--- src/rtl/sid_sched_pkg.sv ---
`default_nettype none
// +----------------------------------------------------------------------+
// | Module   : sid_sched_pkg                                             |
// | Purpose  : Shared types and constants for the SID write scheduler:   |
// |            command-queue entry layout and host byte-decode fields.   |
// | Ports    : none (package)                                            |
// | Revision : 1.0  initial release                                      |
// +----------------------------------------------------------------------+
package sid_sched_pkg;

  // Kind of queued command.
  typedef enum logic {
    ENT_WRITE = 1'b0,
    ENT_DELAY = 1'b1
  } entry_type_t;

  // One queued command. A DELAY keeps its count N in data[5:0].
  typedef struct packed {
    entry_type_t etype;
    logic [4:0]  addr;
    logic [7:0]  data;
  } entry_t;

  localparam int c_entry_w = $bits(entry_t);

  // Host byte layout: bit 7 set = address/MSB byte, else bit 6 set = delay.
  localparam int c_op_addr_bit  = 7;
  localparam int c_op_delay_bit = 6;

endpackage : sid_sched_pkg
`default_nettype wire

--- src/rtl/sid_cmd_fifo.sv ---
`default_nettype none
// +----------------------------------------------------------------------+
// | Module   : sid_cmd_fifo                                              |
// | Purpose  : Synchronous first-word-fall-through command FIFO with     |
// |            flush. A push while full is accepted when a pop happens   |
// |            in the same clock.                                        |
// | Ports    : clk, rstN (async, active-low), push/wdata, pop/rdata,     |
// |            flush, level, full, empty                                 |
// | Revision : 1.0  initial release                                      |
// +----------------------------------------------------------------------+
module sid_cmd_fifo #(
  parameter int WIDTH = 14,
  parameter int DEPTH = 16
) (
  input  logic                     clk,
  input  logic                     rstN,
  input  logic                     push,
  input  logic [WIDTH-1:0]         wdata,
  input  logic                     pop,
  input  logic                     flush,
  output logic [WIDTH-1:0]         rdata,
  output logic [$clog2(DEPTH):0]   level,
  output logic                     full,
  output logic                     empty
);

  localparam int c_aw = $clog2(DEPTH);

  logic [WIDTH-1:0] r_mem [DEPTH];
  logic [c_aw-1:0]  r_wr_ptr;
  logic [c_aw-1:0]  r_rd_ptr;
  logic [c_aw:0]    r_level;
  logic             w_do_pop;
  logic             w_do_push;

  assign empty     = (r_level == '0);
  assign full      = (r_level == (c_aw+1)'(DEPTH));
  assign level     = r_level;
  assign rdata     = r_mem[r_rd_ptr];

  assign w_do_pop  = pop && !empty;
  // The slot freed by a same-clock pop makes room for the push.
  assign w_do_push = push && (!full || w_do_pop);

  always_ff @(posedge clk) begin
    if (w_do_push) begin
      r_mem[r_wr_ptr] <= wdata;
    end
  end

  // Pointers wrap naturally because DEPTH is a power of two.
  always_ff @(posedge clk or negedge rstN) begin
    if (!rstN) begin
      r_wr_ptr <= '0;
      r_rd_ptr <= '0;
      r_level  <= '0;
    end else if (flush) begin
      r_wr_ptr <= '0;
      r_rd_ptr <= '0;
      r_level  <= '0;
    end else begin
      if (w_do_push) begin
        r_wr_ptr <= r_wr_ptr + c_aw'(1);
      end
      if (w_do_pop) begin
        r_rd_ptr <= r_rd_ptr + c_aw'(1);
      end
      if (w_do_push && !w_do_pop) begin
        r_level <= r_level + (c_aw+1)'(1);
      end else if (w_do_pop && !w_do_push) begin
        r_level <= r_level - (c_aw+1)'(1);
      end
    end
  end

endmodule : sid_cmd_fifo
`default_nettype wire

--- src/rtl/sid_write_sched.sv ---
`default_nettype none
// +----------------------------------------------------------------------+
// | Module   : sid_write_sched                                           |
// | Purpose  : Decodes SPI host bytes into SID register writes and       |
// |            delays, queues them, and replays them onto the SID bus    |
// |            on 1 MHz clkEn ticks (at most one write per tick).        |
// | Ports    : clk, rstN (async, active-low), clkEn                      |
// |            iByte/iByteValid  host byte stream                        |
// |            iFlush, iClrOvf   queue flush, overflow clear             |
// |            oWE/oAddr/oDataW  SID write bus                           |
// |            oLevel/oFull/oEmpty/oOverflow/oBusy  status               |
// | Revision : 1.0  initial release                                      |
// +----------------------------------------------------------------------+
module sid_write_sched
  import sid_sched_pkg::*;
#(
  parameter int DEPTH      = 16,
  parameter int DELAY_UNIT = 64,
  parameter int CNT_W      = 13
) (
  input  logic                   clk,
  input  logic                   rstN,
  input  logic                   clkEn,
  input  logic [7:0]             iByte,
  input  logic                   iByteValid,
  input  logic                   iFlush,
  input  logic                   iClrOvf,
  output logic                   oWE,
  output logic [4:0]             oAddr,
  output logic [7:0]             oDataW,
  output logic [$clog2(DEPTH):0] oLevel,
  output logic                   oFull,
  output logic                   oEmpty,
  output logic                   oOverflow,
  output logic                   oBusy
);

  typedef enum logic [0:0] {
    ST_IDLE = 1'b0,
    ST_WAIT = 1'b1
  } state_t;

  state_t               r_state;
  logic [4:0]           r_lat_addr;
  logic [1:0]           r_lat_msb;
  logic [CNT_W-1:0]     r_cnt;
  entry_t               w_push_entry;
  entry_t               w_head;
  logic [c_entry_w-1:0] w_rdata;
  logic                 w_cmd;
  logic                 w_push;
  logic                 w_pop;

  // Byte decode: address/MSB bytes only update the latch; anything else
  // becomes a queued command.
  always_comb begin
    w_cmd        = iByteValid && !iByte[c_op_addr_bit];
    w_push_entry = '0;
    if (iByte[c_op_delay_bit]) begin
      w_push_entry.etype = ENT_DELAY;
      w_push_entry.data  = {2'b00, iByte[5:0]};
    end else begin
      w_push_entry.etype = ENT_WRITE;
      w_push_entry.addr  = r_lat_addr;
      w_push_entry.data  = {r_lat_msb, iByte[5:0]};
    end
  end

  // Flush takes priority over both queue operations.
  assign w_push = w_cmd && !iFlush;
  assign w_pop  = clkEn && (r_state == ST_IDLE) && !oEmpty && !iFlush;
  assign w_head = entry_t'(w_rdata);
  assign oBusy  = !oEmpty || (r_state == ST_WAIT);

  sid_cmd_fifo #(
    .WIDTH (c_entry_w),
    .DEPTH (DEPTH)
  ) u_fifo (
    .clk   (clk),
    .rstN  (rstN),
    .push  (w_push),
    .wdata (w_push_entry),
    .pop   (w_pop),
    .flush (iFlush),
    .rdata (w_rdata),
    .level (oLevel),
    .full  (oFull),
    .empty (oEmpty)
  );

  // Address/MSB latch survives writes and flushes.
  always_ff @(posedge clk or negedge rstN) begin
    if (!rstN) begin
      r_lat_addr <= '0;
      r_lat_msb  <= '0;
    end else if (iByteValid && iByte[c_op_addr_bit]) begin
      r_lat_addr <= iByte[6:2];
      r_lat_msb  <= iByte[1:0];
    end
  end

  // Sticky overflow; a new drop beats a simultaneous clear.
  always_ff @(posedge clk or negedge rstN) begin
    if (!rstN) begin
      oOverflow <= 1'b0;
    end else if (w_push && oFull && !w_pop) begin
      oOverflow <= 1'b1;
    end else if (iClrOvf) begin
      oOverflow <= 1'b0;
    end
  end

  // Replay FSM. A write popped on a tick strobes oWE in the following clk;
  // the tick that ends a WAIT does not pop, so the next command goes out
  // one tick later.
  always_ff @(posedge clk or negedge rstN) begin
    if (!rstN) begin
      r_state <= ST_IDLE;
      r_cnt   <= '0;
      oWE     <= 1'b0;
      oAddr   <= '0;
      oDataW  <= '0;
    end else begin
      oWE <= 1'b0;
      if (iFlush) begin
        r_state <= ST_IDLE;
        r_cnt   <= '0;
      end else begin
        case (r_state)
          ST_IDLE: begin
            if (w_pop) begin
              if (w_head.etype == ENT_WRITE) begin
                oAddr  <= w_head.addr;
                oDataW <= w_head.data;
                oWE    <= 1'b1;
              end else begin
                r_cnt   <= CNT_W'((int'(w_head.data[5:0]) + 1) * DELAY_UNIT);
                r_state <= ST_WAIT;
              end
            end
          end
          ST_WAIT: begin
            if (clkEn) begin
              r_cnt <= r_cnt - CNT_W'(1);
              if (r_cnt == CNT_W'(1)) begin
                r_state <= ST_IDLE;
              end
            end
          end
          default: r_state <= ST_IDLE;
        endcase
      end
    end
  end

endmodule : sid_write_sched
`default_nettype wire

--- config.mk ---
export PLATFORM = sky130hd
export DESIGN_NAME = sid_write_sched
export DESIGN_NICKNAME = d
export VERILOG_FILES = /design/src/rtl/sid_sched_pkg.sv /design/src/rtl/sid_cmd_fifo.sv /design/src/rtl/sid_write_sched.sv
export SDC_FILE = /design/constraint.sdc
export NUM_CORES = 1
export LEC_CHECK = 0
export BUFFER_PORTS_ARGS = -buffer_cell sky130_fd_sc_hd__buf_4
export CORE_UTILIZATION = 45
export CTS_CLUSTER_DIAMETER = 40
export DETAILED_ROUTE_END_ITERATION = 8
export PLACE_DENSITY_LB_ADDON = 0.2
export SYNTH_ARGS = -nofsm -noshare
export SYNTH_HDL_FRONTEND = slang
export SYNTH_SLANG_ARGS = --single-unit
--- constraint.sdc ---
create_clock -name clk -period 2.95 [get_ports clk]
set_input_delay 0.4425 -clock clk [delete_from_list [all_inputs] [get_ports clk]]
set_output_delay 0.4425 -clock clk [all_outputs]
set_load 0.1 [all_outputs]
==> results of run 1 <==
==> metal layers <==
| layer | wire length (um) | track usage | part of all wire | vias to the layer above |
|---|---|---|---|---|
| met3 | 1150 | 0.0357 | 0.049 | 46 |
| met5 | 0 | 0 | 0 | - |
| li1 | - | - | - | 2645 |
| met4 | 569 | 0.0605 | 0.024 | 0 |
| met2 | 11500 | 0.312 | 0.48 | 150 |
| met1 | 10500 | 0.263 | 0.44 | 3112 |
==> per-stage QoR <==
| stage | TNS [ns] | utilization |
|---|---|---|
| 2_1_floorplan | -0.477 | - |
| 3_3_place_gp | 0 | 0.499 |
| 3_5_place_dp | 0 | 0.499 |
| 4_1_cts | 0 | 0.549 |
| 5_1_grt | 0 | 0.549 |
| 6_report | 0 | 0.549 |
==> power by group through the flow <==
stage	registers [mW]	logic [mW]	clock network, mW
detailed placement	4.73	3.15	0
global placement	4.71	3.10	0
floorplan	5.53	1.72	0
global route	4.69	3.33	4.62
CTS	4.66	3.17	4.45
finish	4.66	3.14	4.37
==> logic make-up (layout without fill, tap and decap cells) <==
logic type	after synthesis	after routing
compound gates	61	61
mux	90	90
flops	273	273
buf+inv	43	155
xor+xnor	12	12
simple gates	116	116
fa+ha+maj	13	13
==> path summary, 6_finish.rpt <==
check                                       end  depth (start not counted)
worst min-delay path                  oOverflow                          2
worst max register to register  u_fifo.level[4]                          9
min in group asynchronous       u_fifo.level[4]                          2
worst min register to register    r_lat_addr[2]                          1
max in group asynchronous       u_fifo.level[0]                          2
worst max-delay path            u_fifo.level[4]                          9
==> worst max-delay path, stage by stage (launching register included) <==
cell	delay [ns]
dfrtp_4	0.51
or4_1	0.58
o21ai_2	0.21
nand2_2	0.15
fa_1	0.44
a21o_1	0.20
a21oi_1	0.17
xnor2_1	0.17
mux2i_1	0.20
o21ai_0	0.09
==> cells in the final DEF, fill, tap and decap left out, drive strengths merged, types with 9 or more instances in the layout <==
cell / Yosys / routed
dfrtp: 49 / 49
ha: 12 / 12
edfxtp: 224 / 224
o21ai: 15 / 15
inv: 13 / 17
mux2: 20 / 20
a22oi: 11 / 11
buf: 20 / 80
nor3: 11 / 11
and2: 9 / 9
mux4: 64 / 64
clkbuf: 10 / 40
nor2: 29 / 29
clkinv: 0 / 10
nor2b: 10 / 10
nand2: 24 / 24
==> state kept, by name, indices dropped and copies added, names as in the netlist, 2 cells and up <==
register         cells
u_fifo.r_mem       224
r_cnt               13
oDataW               8
oAddr                5
r_lat_addr           5
u_fifo.level         5
u_fifo.r_rd_ptr      4
u_fifo.r_wr_ptr      4
r_lat_msb            2
==> synthesized netlist by cell type, drive strengths merged (7+ instances only) <==
cell type  instances  area (um^2)
edfxtp           224         6730
mux4              64         1580
dfrtp             49         1230
nor2              29          109
nand2             24         90.1
buf               20          183
mux2              20          240
o21ai             15         75.1
inv               13         48.8
ha                12          150
a22oi             11         82.6
nor3              11         60.1
clkbuf            10         41.3
nor2b             10         62.6
and2               9         56.3
o21a               7         52.6
xor2               7         61.3
==> layout make-up <==
| type | instances | area, um^2 | area share |
|---|---|---|---|
| clock inverters | 21 | 282 | 0.0209 |
| well taps | 324 | 405 | 0.0300 |
| flip-flops and latches | 273 | 7970 | 0.590 |
| inverters | 13 | 48.8 | 0.00361 |
| clock buffers | 40 | 937 | 0.0694 |
| repair buffers | 81 | 636 | 0.0471 |
| multi-input cells | 292 | 3230 | 0.239 |
==> reports/results.ini, run 1 <==
[outcome]
outcome = complete, no violations

[pwr]
p_leak_nw = 4.79
powerDensity_nw_per_um2 = 901
ir_drop_mv = 0.567
p_switching_mw = 3.87
finalPower_mw = 12.2
p_seq_frac = 0.383
power.share.clock = 0.359
switching_share = 0.318
comb_power_share = 0.258
p_int_mw = 8.30

[synth]
synth-xor-area-share = 0.00921
synthesis.area_um2 = 11400
syn_nets = 635
synthFlopType = edfxtp_1
yosys.area_share.simple = 0.0529
syn_inst = 608
synth.avg_cell_area_um2 = 18.8
async_reset_ff_frac = 0.179
synth_warnings = 0
yosysSeqAreaShare = 0.697
yosysUniqueCellTypes = 60
synth_top_family_by_area = multiplexers
synth_edf_count = 224
ys_ff_latch = 273
synthMuxAreaShare = 0.164
synth-compound-area-share = 0.0381
synth-adder-area-share = 0.0149

[critical_path]
critPathLaunch = u_fifo.level[1]
required_ns = 3.32
worst-endpoint-arrival_ns = 3.22
reg2reg_setup_slack_ns = 0.10
crit_path_max_fanout = 6
startpoint_type = register
r2r_start = u_fifo.level[1]
cp-end-kind = register
critPathKind = register to register

[floorplan]
io_pins = 37
die-area_um2 = 26000
core_area_um2 = 24600
die_h_um = 161
rows = 57
die_width_um = 161
start_util = 0.464

[sta]
slew_viol_final = 0
setup_slack_ns = 0.103
max_slew_margin = 0.330
min_period_ns = 2.85
hold_ws_ns = 0.134
tightestPinTransition_ns = 1.00
setup_viol = 0
hold_viol_final = 0
final.period_utilization = 0.965
rsz0062_at_grt = false
clock.fmax_mhz = 351
clock_skew_ns = 0.0202

[grt]
track_usage = 0.192
grt_pass1_wl_um = 36800
antenna_found_initial = 0
grt_overflow = 0
grt_max_degree = 50
grt_pass1_vias = 6267

[clocking]
cts_hold_buf = 1
cts-root-buf = clkbuf_16
cts_setup_buffers = 0
cts_sinks = 273
cts_htree_levels = 2
clkLatencyLatePin_ns = 0.51
numCtsBuffers = 35
path_clk_slew_ns = 0.06
clock_path_buffers = 3
cts-resized-gates = 0
cts_tree = built

[cells_and_area]
fillers = 1892
fin_area_um2 = 13500
area_delta_synth_final_pct = 18.3
layout.nets = 723
diodes = 0
stdcell_count = 1044
drive_gt1_frac = 0.286

[placement]
port_buffers = 36
dp_hpwl_um = 14800
place_congestion = 0.796
post-place-ws_ns = 0.0936
placed_cells = 982
postPlaceCellArea_um2 = 12300

[route]
dr_total_vias = 5953
wirelength_um = 23700
dr.pass1.iters = 5
drc = 0
viasPerCell = 5.70
first_iter_violations = 459
routedWlPerCell_um = 22.7
ant_nets = 0

[min_path]
min_from = iClrOvf
hold_path.class = input port to register

[run]
maxCapViolCount = 0

No activity file was read; power rests on OpenSTA's default activity.
==> inputs of run 2 (changes only) <==
--- a/config.mk
+++ b/config.mk
@@ -6,7 +6,9 @@
 export NUM_CORES = 1
 export LEC_CHECK = 0
 export BUFFER_PORTS_ARGS = -buffer_cell sky130_fd_sc_hd__buf_4
-export CORE_UTILIZATION = 45
+export CELL_PAD_IN_SITES_DETAIL_PLACEMENT = 2
+export CELL_PAD_IN_SITES_GLOBAL_PLACEMENT = 2
+export CORE_UTILIZATION = 43
 export CTS_CLUSTER_DIAMETER = 40
 export DETAILED_ROUTE_END_ITERATION = 8
 export PLACE_DENSITY_LB_ADDON = 0.2
==> run 2 against run 1 <==
Effect of this change:
- the run now ends with negative hold slack left
- design area increased by 0.74%
- non-clock buffer count decreased by 11
- routed wire length increased by 26%
- clock skew increased by 0.012 ns
- largest power group unchanged
- flip-flop and latch count unchanged
- final cell count increased by 0.86%
- worst setup slack improved by 0.037 ns
- core utilization decreased by 2.7 points
- die area increased by 4.6%
==> reports/results.ini, run 2 (synthesis results as in run 1) <==
[sta]
hold_ws_ns = -0.0104  ; -0.144 ns
setup_viol = 0  ; unchanged
hold_viol_final = 7  ; +7
min_period_ns = 2.81  ; -0.0374 ns
max_slew_margin = 0.250  ; -0.0799
rsz0062_at_grt = false
slew_viol_final = 0  ; unchanged
clock_skew_ns = 0.0324  ; +0.0122 ns
tightestPinTransition_ns = 1.12  ; +0.120 ns
final.period_utilization = 0.952  ; -0.0127
clock.fmax_mhz = 356  ; +1.3%

[placement]
dp_hpwl_um = 18100  ; +22%
place_congestion = 0.782  ; -1.8%
placed_cells = 983  ; +0.10%
port_buffers = 36  ; unchanged

[route]
ant_nets = 0  ; unchanged
dr_total_vias = 5994  ; +0.69%
drc = 0  ; unchanged
wirelength_um = 29700  ; +26%
first_iter_violations = 429  ; -6.5%
viasPerCell = 5.69  ; -0.17%
routedWlPerCell_um = 28.2  ; +25%
dr.pass1.iters = 5  ; unchanged

[grt]
track_usage = 0.230  ; +0.0383
antenna_found_initial = 0  ; unchanged
grt_pass1_wl_um = 44000  ; +19%
grt_pass1_vias = 6782  ; +8.2%
grtUsageMet1 = 0.303  ; +0.0398
met3_usage = 0.0309  ; -0.00481
grt_overflow = 0  ; unchanged
grtUsageMet2 = 0.395  ; +0.0828
top_usage_layer = met2
grt_max_degree = 50  ; unchanged

[cells_and_area]
regMostFlops = u_fifo.r_mem
stdcell_count = 1053  ; +0.86%
largest_registers = u_fifo.r_mem: 224 flops, r_cnt: 13 flops, oDataW: 8 flops
multi_input_area_um2 = 3230  ; unchanged
postLayoutCoreUtil = 0.522  ; -0.0268
diodes = 0  ; unchanged
final_common_cell = edfxtp_1
fillers = 2272  ; +20%
layout.nets = 715  ; -1.1%
largest_register_ff_count = 224  ; unchanged
area_delta_synth_final_pct = 19.1
final_cell_mix = 224 x edfxtp_1, 61 x buf_4, 43 x dfrtp_1
drive_gt1_frac = 0.281  ; -0.00477
seq_area_um2 = 7970  ; unchanged

[floorplan]
rows = 59  ; +3.5%
io_pins = 37  ; unchanged
die-area_um2 = 27200  ; +4.6%
die_width_um = 165  ; +2.3%
core_area_um2 = 26100  ; +5.9%
die_h_um = 165  ; +2.3%
start_util = 0.438  ; -0.0259

[clocking]
cts_setup_buffers = 0  ; unchanged
cts-root-buf = clkbuf_16
cts_hold_buf = 0  ; -1
cts_tree = built
cts-resized-gates = 0  ; unchanged
path_clk_slew_ns = 0.05  ; about the same
cts_htree_levels = 2  ; unchanged
numCtsBuffers = 38  ; +8.6%
clkLatencyLatePin_ns = 0.53  ; +0.02 ns
clock_path_buffers = 3  ; unchanged
cts_sinks = 273  ; unchanged

[critical_path]
r2r_end = u_fifo.level[4]
required_ns = 3.32  ; about the same
startpoint_type = register
cp-end-kind = register
crit_path_max_fanout = 6  ; unchanged
worst-endpoint-arrival_ns = 3.18  ; -0.04 ns
r2r_cells = 9  ; unchanged
critPathKind = register to register
reg2reg_setup_slack_ns = 0.14  ; +0.04 ns
r2r_start = u_fifo.level[1]

[pwr]
p_switching_mw = 4.12  ; +6.5%
p_seq_frac = 0.370  ; -0.013
switching_share = 0.327  ; +0.00892
ir_drop_mv = 0.537  ; -5.3%
p_leak_nw = 4.78  ; -0.29%
power.share.clock = 0.370  ; +0.011
p_int_mw = 8.48  ; +2.2%
powerDensity_nw_per_um2 = 927  ; +2.8%
finalPower_mw = 12.6  ; +3.6%
comb_power_share = 0.260  ; +0.002

[outcome]
outcome = complete, but fails checks
violations = negative hold slack

[min_path]
hold_path.class = input port to asynchronous set/reset pin

[run]
maxCapViolCount = 0  ; unchanged

==> run 2: cell count changes in the layout (fill, tap and decap cells not counted), sizes merged <==
| cell | change |
|---|---|
| clkinvlp | +3 |
| clkinv | -1 |
| clkbuf | +7 |
| buf | -10 |
| dlygate4sd3 | -1 |
==> run 2: worst max-delay path by stage <==
stage / end / slack (ns) / depth (start not counted) / start
after CTS: oBusy / 0.13 / 4 / u_fifo.level[1]
after global placement: u_fifo.level[4] / 0.15 / 10 / iFlush
after global routing: u_fifo.level[4] / 0.02 / 9 / u_fifo.level[1]
after detailed placement: u_fifo.level[4] / 0.1 / 10 / iFlush
final: u_fifo.level[4] / 0.14 / 9 / u_fifo.level[1]
after floorplan: u_fifo.r_mem[4][0] / -0.009 / 4 / iFlush
==> run 2: cell type report <==
cell class	instances	share of cell area
Clock buffer	47	0.0746
Sequential cell	273	0.586
Timing Repair Buffer	70	0.0469
Clock inverter	23	0.0212
Inverter	13	0.00359
Tap cell	335	0.0308
Multi-Input combinational cell	292	0.237
==> run 2: layer usage <==
metal  part of all wire  vias to the layer above
met3              0.044                       55
met2               0.51                      151
met5                  0                        -
met1               0.42                     3157
li1                   -                     2631
met4              0.024                        0
==> run 2: power groups by stage <==
stage | combinational (mW) | clock [mW] | sequential (mW)
floorplan | 1.72 | 0 | 5.53
global placement | 3.18 | 0 | 4.71
detailed placement | 3.28 | 0 | 4.75
CTS | 3.32 | 4.75 | 4.67
global route | 3.47 | 4.85 | 4.70
finish | 3.27 | 4.66 | 4.67
==> run 2: metrics by stage <==
stage                     setup TNS, ns  instance area, um^2  worst slack, ns
after floorplan                  -0.477                11400         -0.00851
after global placement                0                12300            0.155
after detailed placement              0                12300           0.0960
after CTS                             0                13600            0.128
after global routing                  0                13600           0.0237
final                                 0                13600            0.141
==> run 2: worst max-delay path: stages (launching register included) <==
cell	delay [ns]
dfrtp_4	0.50
or4_1	0.59
o21ai_2	0.17
nand2_2	0.14
fa_1	0.43
a21o_1	0.20
a21oi_1	0.17
xnor2_1	0.16
mux2i_1	0.21
o21ai_0	0.11
==> inputs of run 3 (changes only) <==
--- a/config.mk
+++ b/config.mk
@@ -12,6 +12,8 @@
 export CTS_CLUSTER_DIAMETER = 40
 export DETAILED_ROUTE_END_ITERATION = 8
 export PLACE_DENSITY_LB_ADDON = 0.2
+export REMOVE_ABC_BUFFERS = 1
 export SYNTH_ARGS = -nofsm -noshare
 export SYNTH_HDL_FRONTEND = slang
+export SYNTH_HIERARCHICAL = 1
 export SYNTH_SLANG_ARGS = --single-unit
==> run 3 against run 2 <==
Effect of this change:
- the flow finishes with violations (negative hold slack, negative setup slack)
- sequential power down 1%
- critical path depth up 3
- clock power up 12%
- flip-flop and latch count unchanged
- first-iteration DRC count up 25%
- core utilization up 0.77 points
- clock-buffer cell count up 4
==> reports/results.ini, run 3 <==
[cells_and_area]
final_common_cell = edfxtp_1
diodes = 0  ; unchanged
largest_register_ff_count = 224  ; unchanged
area_delta_synth_final_pct = 21.5
regMostFlops = u_fifo/r_mem
seq_area_um2 = 7960  ; about the same
largest_registers = u_fifo/r_mem: 224 flops, r_cnt: 13 flops, oDataW: 8 flops
drive_gt1_frac = 0.344  ; +0.0625
stdcell_count = 1097  ; +4.2%
final_cell_mix = 224 x edfxtp_1, 83 x buf_4, 56 x mux4_2
layout.nets = 756  ; +5.7%
fillers = 2323  ; +2.2%
multi_input_area_um2 = 3200  ; -0.74%

[floorplan]
die-area_um2 = 27000  ; -0.77%
die_h_um = 164  ; -0.38%
io_pins = 37  ; unchanged
start_util = 0.436  ; -0.00217
rows = 59  ; unchanged
core_area_um2 = 26000  ; -0.28%
die_width_um = 164  ; -0.38%

[grt]
grt_pass1_wl_um = 47200  ; +7.4%
grt_pass1_vias = 7112  ; +4.9%
grt_overflow = 0  ; unchanged
grt_max_degree = 50  ; unchanged
track_usage = 0.248  ; +0.0177
antenna_found_initial = 0  ; unchanged

[route]
viasPerCell = 5.91  ; +3.8%
dr_total_vias = 6484  ; +8.2%
ant_nets = 0  ; unchanged
dr.pass1.iters = 5  ; unchanged
routedWlPerCell_um = 29.2  ; +3.4%
wirelength_um = 32000  ; +7.7%
first_iter_violations = 535  ; +25%
drc = 0  ; unchanged

[critical_path]
slowest_stage = or4_4
r2r_start = u_fifo/level[1]
cp-end-kind = register
max_stage_delay_ns = 0.58  ; about the same
crit_family = simple AND/OR/NAND/NOR gates
startpoint_type = register
path_cells = or4_4, nor2_4, nor2_1, nand2_1, nor2_1, and2b_2, mux2i_2, fa_2, a211o_1, o21a_1, o211ai_1, a31oi_1
crit_path_max_fanout = 3  ; -3
critPathKind = register to register
worst-path-buf-inv = 0  ; unchanged
required_ns = 3.33  ; about the same
critPathMostFrequentCell = nor2_1
worst-endpoint-arrival_ns = 3.35  ; +0.17 ns
critPathLaunch = u_fifo/level[1]

[sta]
tightestPinTransition_ns = 1.19  ; +0.0641 ns
clock.fmax_mhz = 336  ; -5.6%
hold_ws_ns = -0.000644  ; +0.00979 ns
max_slew_margin = 0.207  ; -0.0429
clock_skew_ns = 0.0160  ; -0.0164 ns
min_period_ns = 2.98  ; +0.167 ns
rsz0062_at_grt = true
slew_viol_final = 0  ; unchanged
setup_viol = 1  ; +1
final.period_utilization = 1.01  ; +0.0564
setup_slack_ns = -0.0259  ; -0.167 ns
hold_viol_final = 2  ; -5

[clocking]
cts_tree = built
clock_path_buffers = 3  ; unchanged
numCtsBuffers = 41  ; +7.9%
path_clk_slew_ns = 0.06  ; about the same
cts_sinks = 273  ; unchanged
cts_htree_levels = 2  ; unchanged
cts_hold_buf = 0  ; unchanged
cts-root-buf = clkbuf_16
clkLatencyLatePin_ns = 0.53  ; about the same

[synth]
synth_warnings = 6  ; +6
synth_top_area_share = 0.594  ; +0.00462
synth.avg_cell_area_um2 = 18.0  ; -4.1%
ys_top_cells_by_count = 224 x edfxtp_1, 56 x mux4_2, 49 x dfrtp_1, 29 x nand2_1, 28 x a22oi_1
async_reset_ff_frac = 0.179  ; unchanged
synthesis.area_um2 = 11300  ; -0.78%
synth_most_common_cell = edfxtp_1
ys_ff_latch = 273  ; unchanged
synthFlopType = edfxtp_1
yosysSeqAreaShare = 0.702  ; +0.00546
yosysUniqueCellTypes = 65  ; +8.3%
synth.area.top_cells = edfxtp_1 59%, mux4_2 11%, dfrtp_1 11%
syn_inst = 629  ; +3.5%
yosys.area.top_type = edfxtp_1
synth_edf_count = 224  ; unchanged

[outcome]
violations = negative hold slack, negative setup slack
outcome = complete, but fails checks

[pwr]
powerDensity_nw_per_um2 = 1010  ; +8.9%
p_leak_nw = 4.86  ; +1.7%
finalPower_mw = 13.9  ; +10%
ir_drop_mv = 0.708  ; +32%

[min_path]
hold_path.class = input port to asynchronous set/reset pin

[placement]
placed_cells = 1018  ; +3.6%
dp_hpwl_um = 19000  ; +4.7%
port_buffers = 36  ; unchanged
place_congestion = 0.754  ; -3.5%

[run]
maxCapViolCount = 0  ; unchanged

[run 3: cell types whose count changed after synthesis, sizes merged, moves of 5 or more]
cell    previous run  this run
nand3              5        10
mux4              64        56
a22oi             11        28
o211ai             0         7
nand2             24        29
a21oi              6        11
nor3              11         6
and3               1         6
inv               13         7
nor2              29        21
[run 3: logic make-up after synthesis]
kind of cell | count (synthesis) | share of synthesized area
DFF | 273 | 0.702
and+or+nand+nor | 133 | 0.0664
AOI/OAI and AO/OA | 80 | 0.0538
muxes | 80 | 0.135
buffers and inverters | 36 | 0.0171
xor gates and xnor gates | 14 | 0.0108
adders and majority gates | 13 | 0.0150
[run 3: per-layer routing]
metal | share of wire | vias to the layer above | track usage | wire length [um]
met1 | 0.41 | 3511 | 0.320 | 13000
met4 | 0.023 | 0 | 0.0787 | 738
met3 | 0.045 | 49 | 0.0442 | 1440
met5 | 0 | - | 0 | 0
met2 | 0.53 | 185 | 0.424 | 16800
li1 | - | 2739 | - | -
[run 3: layout make-up]
cell class	instances	area share
Timing Repair Buffer	86	0.0496
Inverter	7	0.00191
Clock buffer	51	0.0818
Clock inverter	25	0.0252
Tap cell	335	0.0305
Multi-Input combinational cell	320	0.233
Sequential cell	273	0.578
[run 3: through the flow]
step / hold slack [ns] / utilization / worst slack [ns] / TNS, ns / area (um^2)
finish: -0.000644 / 0.530 / -0.0259 / -0.0259 / 13800
global placement: 0.490 / 0.471 / 0.111 / 0 / 12200
CTS: 0.0367 / 0.528 / 0.0128 / 0 / 13700
detailed placement: 0.498 / 0.471 / -0.118 / -0.118 / 12200
floorplan: 0.147 / - / -2.14 / -419.31 / 11200
global route: 0.0490 / 0.530 / -0.176 / -0.176 / 13800
[run 3: path summary, 6_finish.rpt]
kind                       slack [ns]  cells past startpoint            endpoint
max                             -0.03                     12     u_fifo/level[4]
min                           -0.0006                      1           oDataW[1]
max reg2reg                     -0.03                     12     u_fifo/level[4]
min reg2reg                      0.51                      1        r_lat_msb[0]
max in group asynchronous        2.32                      1  u_fifo/r_rd_ptr[0]
min in group clk                 0.12                      2           oOverflow
[run 3: power breakdown]
group          internal, mW  switching (mW)  total [mW]
combinational          1.33            2.74        4.07
sequential             4.42           0.200        4.62
clock                  3.31            1.90        5.21
[run 3: repair_timing]
action | 4_1_cts | 5_1_grt
setup endpoints to repair | 1 | 6
pin swaps | 1 | 3
resized for setup | 4 | 1
gates cloned | 0 | 0
buffers inserted | 1 | 2
